### src/rtl/instr_seq.sv
// ---------------------------------------------------------------------------
// instr_seq -- fetch/execute sequencer and instruction decoder, 8-bit CPU.
//
// The instruction byte is latched from the RAM data bus during FETCH and
// decoded in the following EXEC cycle into one-hot strobes for the
// control-signal generator. Single-step (WAIT), halt/resume (HALT) and a
// retired-instruction counter are layered on top of the basic
// two-cycle fetch/execute loop.
//
// Ports
//   clk        rising-edge clock
//   rst        asynchronous active-high reset
//   ram_dout   RAM data bus, instruction byte while in FETCH
//   step_mode  1 = park in WAIT after every instruction
//   step       one-cycle pulse, leaves WAIT
//   resume     one-cycle pulse, leaves HALT
//   ir         instruction register
//   sm         phase bit, 0 fetch / 1 execute, wait or halt
//   state      00 FETCH, 01 EXEC, 10 WAIT, 11 HALT
//   mova..halt one-hot instruction strobes
//   instr_cnt  retired-instruction count, wraps mod 2^CNT_W
// ---------------------------------------------------------------------------
module instr_seq #(
  parameter int          CNT_W    = 16,
  parameter logic [7:0]  RESET_IR = 8'h00
) (
  input  logic             clk,
  input  logic             rst,
  input  logic [7:0]       ram_dout,
  input  logic             step_mode,
  input  logic             step,
  input  logic             resume,
  output logic [7:0]       ir,
  output logic             sm,
  output logic [1:0]       state,
  output logic             mova,
  output logic             movb,
  output logic             movc,
  output logic             add,
  output logic             sub,
  output logic             and1,
  output logic             not1,
  output logic             rsr,
  output logic             rsl,
  output logic             jmp,
  output logic             jz,
  output logic             jc,
  output logic             in1,
  output logic             out1,
  output logic             nop,
  output logic             halt,
  output logic [CNT_W-1:0] instr_cnt
);

  typedef enum logic [1:0] {
    S_FETCH = 2'b00,
    S_EXEC  = 2'b01,
    S_WAIT  = 2'b10,
    S_HALT  = 2'b11
  } state_e;

  typedef struct packed {
    logic mova, movb, movc, add, sub, and1, not1, rsr;
    logic rsl, jmp, jz, jc, in1, out1, nop, halt;
  } strb_t;

  state_e           state_q;
  logic [7:0]       ir_q;
  logic             sm_q;
  logic [CNT_W-1:0] cnt_q;
  logic [CNT_W-1:0] cnt_d;
  logic             halt_op;
  strb_t            dec;

  assign halt_op = (ir_q[7:4] == 4'b0001);
  assign cnt_d   = cnt_q + 1'b1;

  // Sequencer. step/resume only matter in WAIT/HALT; elsewhere they fall
  // through unused, so stray pulses are dropped rather than remembered.
  always_ff @(posedge clk or posedge rst) begin
    if (rst) begin
      state_q <= S_FETCH;
      ir_q    <= RESET_IR;
      sm_q    <= 1'b0;
      cnt_q   <= '0;
    end else begin
      case (state_q)
        S_FETCH: begin
          ir_q    <= ram_dout;
          state_q <= S_EXEC;
          sm_q    <= 1'b1;
        end
        S_EXEC: begin
          cnt_q <= cnt_d;
          if (halt_op) begin
            state_q <= S_HALT;
            sm_q    <= 1'b1;
          end else if (step_mode) begin
            state_q <= S_WAIT;
            sm_q    <= 1'b1;
          end else begin
            state_q <= S_FETCH;
            sm_q    <= 1'b0;
          end
        end
        S_WAIT: begin
          if (step || !step_mode) begin
            state_q <= S_FETCH;
            sm_q    <= 1'b0;
          end
        end
        S_HALT: begin
          if (resume) begin
            state_q <= S_FETCH;
            sm_q    <= 1'b0;
          end
        end
        default: begin
          state_q <= S_FETCH;
          sm_q    <= 1'b0;
        end
      endcase
    end
  end

  // Decode: strobes are live only in EXEC; HALT keeps just the halt strobe.
  // Every opcode in EXEC lands on exactly one strobe (unused encodings -> nop).
  always_comb begin
    dec = '0;
    if (state_q == S_EXEC) begin
      case (ir_q[7:4])
        4'b0000: dec.nop  = 1'b1;
        4'b0001: dec.halt = 1'b1;
        4'b0010: dec.in1  = 1'b1;
        4'b0011: dec.out1 = 1'b1;
        4'b0101: dec.not1 = 1'b1;
        4'b0110: dec.sub  = 1'b1;
        4'b1001: dec.add  = 1'b1;
        4'b1011: dec.and1 = 1'b1;
        4'b0100: begin
          // movb has priority: 4F is a movb, not a movc
          if (ir_q[3:2] == 2'b11)      dec.movb = 1'b1;
          else if (ir_q[1:0] == 2'b11) dec.movc = 1'b1;
          else                         dec.mova = 1'b1;
        end
        4'b0111: begin
          case (ir_q[3:2])
            2'b00:   dec.jmp = 1'b1;
            2'b01:   dec.jz  = 1'b1;
            2'b10:   dec.jc  = 1'b1;
            default: dec.nop = 1'b1;
          endcase
        end
        4'b1010: begin
          case (ir_q[3:2])
            2'b00:   dec.rsr = 1'b1;
            2'b01:   dec.rsl = 1'b1;
            default: dec.nop = 1'b1;
          endcase
        end
        default: dec.nop = 1'b1;
      endcase
    end else if (state_q == S_HALT) begin
      dec.halt = 1'b1;
    end
  end

  assign ir        = ir_q;
  assign sm        = sm_q;
  assign state     = state_q;
  assign instr_cnt = cnt_q;

  assign mova = dec.mova;
  assign movb = dec.movb;
  assign movc = dec.movc;
  assign add  = dec.add;
  assign sub  = dec.sub;
  assign and1 = dec.and1;
  assign not1 = dec.not1;
  assign rsr  = dec.rsr;
  assign rsl  = dec.rsl;
  assign jmp  = dec.jmp;
  assign jz   = dec.jz;
  assign jc   = dec.jc;
  assign in1  = dec.in1;
  assign out1 = dec.out1;
  assign nop  = dec.nop;
  assign halt = dec.halt;

endmodule

### config.mk
export PLATFORM = sky130hd
export DESIGN_NAME = instr_seq
export DESIGN_NICKNAME = d
export VERILOG_FILES = /design/src/rtl/instr_seq.sv
export SDC_FILE = /design/constraint.sdc
export NUM_CORES = 1
export LEC_CHECK = 0
export BUFFER_PORTS_ARGS = -buffer_cell sky130_fd_sc_hd__clkbuf_2
export CAP_MARGIN = 20
export CORE_MARGIN = 2
export CORE_UTILIZATION = 33
export CTS_BUF_LIST = sky130_fd_sc_hd__clkbuf_8 sky130_fd_sc_hd__clkbuf_16
export CTS_CLUSTER_SIZE = 40
export DETAILED_ROUTE_END_ITERATION = 8
export SLEW_MARGIN = 15
export SYNTH_ARGS = -nofsm -noshare
export SYNTH_HDL_FRONTEND = slang
export SYNTH_SLANG_ARGS = --single-unit
### constraint.sdc
create_clock -name clk -period 2.9 [get_ports clk]
set_clock_uncertainty 0.1 [all_clocks]
set_input_delay 0.145 -clock clk [delete_from_list [all_inputs] [get_ports clk]]
set_output_delay 0.145 -clock clk [all_outputs]
set_load 0.005 [all_outputs]
==> flow_summary.json <==
{
  "grt_max_degree": 28,
  "mostFrequentLayoutCells": "clkbuf_2 (55), dfrtp_1 (27), nand2_1 (19)",
  "drt_iter0_drc": 30,
  "layout_setup_ws_ns": 0.808,
  "p_per_area_nw_per_um2": 826,
  "dp.cells": 242,
  "cellLeakagePower_uw": 0.000888,
  "wl_met2_um": 1360,
  "layout-drive-gt1-share_pct": 37.1,
  "min_to": "ir[6]",
  "layout_commonest_cell": "clkbuf_2",
  "fin_crit_sh_pct": 72.1,
  "ir_drop_uv": 447,
  "status": "finished, final reports clean",
  "track_usage_pct": 12.5,
  "syn_area_sq_um": 1440,
  "crit_path_end_kind": "output port",
  "final-hold-violation-count": 0,
  "hpwl_um": 2270,
  "diodes": 0,
  "synth.avg_cell_area_sq_um": 10.1,
  "r2r-start": "state[0]",
  "maxCapViolations": 0,
  "vias": 1196,
  "yosysWarnings": 0,
  "cts_resized": 0,
  "highest_layer": "met4",
  "pre_cts_slack_ns": 1.08,
  "die_width_um": 70.1,
  "synth_cell_types": 39,
  "routed_wl_um": 3070,
  "clockBufferDepth": 2,
  "routedWlPerCell_um": 12.1,
  "rr_endpoint": "ir[6]",
  "min_path_cells": 2,
  "ff2ff_setup_slack_ns": 1.13,
  "io_pins": 56,
  "crit_path_max_fanout": 11,
  "die_area_sq_um": 4920,
  "maxSlewHeadroom_pct": 49.3,
  "worst_setup_path_start_kind": "flop",
  "seq_area_frac_synth_pct": 46.8,
  "insertion_delay_ns": 0.27,
  "hp-class": "in2reg",
  "cp.required_ns": 2.65,
  "cts.sinks": 27,
  "fin_cells": 254,
  "critPathArrivalTime_ns": 1.85,
  "ant_nets": 0,
  "fmax_mhz": 478,
  "drt-pass1-iter-count": 4,
  "setup_viol": 0,
  "cts_buffers": 3,
  "tritoncts": "done",
  "gp_congestion": 0.743,
  "grt_pass1_wl_um": 5020,
  "grt_overflow_total": 0,
  "die_h_um": 70.1,
  "portBuffers": 55,
  "worst_r2r_path_depth": 2,
  "final_nets": 217,
  "rows": 24,
  "holdWs_ns": 0.00608,
  "rsz0062_at_grt": "no",
  "routed-wl-met3_um": 186,
  "crit_type": "reg2out",
  "coreArea_sq_um": 4290,
  "drc": 0,
  "syn2layout_area_growth_pct": 29.4,
  "worst_pin_slew_ns": 0.758,
  "grt_pass1_vias": 1057,
  "cts_htree_levels": 1,
  "syn-num-nets": 157,
  "ys_seq_elements": 27,
  "tns_ns": 0,
  "m1WireLength_um": 1500,
  "antenna_found_initial": 0,
  "initial_core_util_pct": 33.6,
  "drv_slew": 0,
  "clk_pin_slew_ns": 0.09,
  "final_core_util_pct": 43.5,
  "vias_per_cell": 4.71,
  "root_buffer": "clkbuf_8",
  "post-route-min-period_ns": 2.09,
  "worst_hold_startpoint": "ram_dout[6]",
  "synth_cells": 143
}
[flip-flops by register name (all words and copies together), names as in the netlist]
signal and cells:
ir 8, sm 1, state 2, instr_cnt 16
[cell usage after synthesis (all sizes together)]
master / number / area [sq um]
o21ai: 2 / 10.0
clkbuf: 4 / 15.0
a2bb2oi: 1 / 8.76
nand2b: 4 / 25.0
a21oi: 2 / 10.0
nand4: 5 / 31.3
o22ai: 1 / 6.26
xor2: 1 / 8.76
mux2: 6 / 67.6
ha: 1 / 12.5
inv: 6 / 22.5
mux2i: 1 / 10.0
a41o: 1 / 10.0
nor4: 3 / 40.0
or3: 2 / 12.5
nand3b: 1 / 7.51
nor3b: 2 / 20.0
nor3: 7 / 50.1
nand2: 19 / 71.3
and2b: 1 / 8.76
nor2: 14 / 52.6
xnor2: 14 / 123
and3: 2 / 12.5
and4: 1 / 8.76
a211oi: 1 / 7.51
nand3: 6 / 30.0
nand4b: 2 / 32.5
buf: 4 / 35.0
dfrtp: 27 / 676
nor4b: 1 / 8.76
o31a: 1 / 8.76
[cell type report]
cell class,count,area (sq um)
Inverter,6,22.5
Multi-Input combinational cell,102,694
Tap cell,52,65.1
Clock inverter,1,7.51
Timing Repair Buffer,63,360
Sequential cell,27,676
Clock buffer,3,41.3
Fill cell,436,2430
[per-stage QoR]
step	instance area (sq um)	total power, uW
2_1_floorplan	1440	1140
3_3_place_gp	1730	1320
3_5_place_dp	1730	1330
4_1_cts	1840	1560
5_1_grt	1870	1670
6_report	1870	1540
[power breakdown]
group	total [uW]	internal, uW	switching [uW]
logic	588	312	276
registers	738	493	245
clock network	216	97.4	119
total	1540	903	640
[layer usage]
layer,global-route usage [%],up-vias
met5,0,-
met3,2.89,4
met1,17.1,546
met2,19.6,41
li1,-,605
met4,3.85,0
[worst max path at each step]
stage,endpoint,from
floorplan,jc,state[1]
CTS,mova,state[0]
finish,mova,state[0]
detailed placement,mova,state[0]
global placement,jc,state[0]
global route,jc,state[0]
[timing repair]
action	in CTS	in global routing
hold endpoints to repair	6	14
buffers inserted	0	0
hold buffers	6	1
[cells by family (layout without fill, tap and decap cells)]
| family | count (synthesis) | count (layout) | synth area share (%) |
|---|---|---|---|
| adders and majority gates | 1 | 1 | 0.867 |
| buffers and inverters | 14 | 73 | 5.03 |
| xor gates and xnor gates | 15 | 15 | 9.11 |
| DFF | 27 | 27 | 46.8 |
| and+or+nand+nor | 70 | 70 | 28.5 |
| muxes | 7 | 7 | 5.38 |
| AOI/OAI and AO/OA | 9 | 9 | 4.25 |
[worst max-delay path: stages (launching register included)]
cell	delay, ns
dfrtp_1	0.56
nand2b_1	0.29
nor3_2	0.28
nand4b_1	0.17
a21oi_1	0.14
clkbuf_2	0.13
Power figures use the tool's default switching activity.
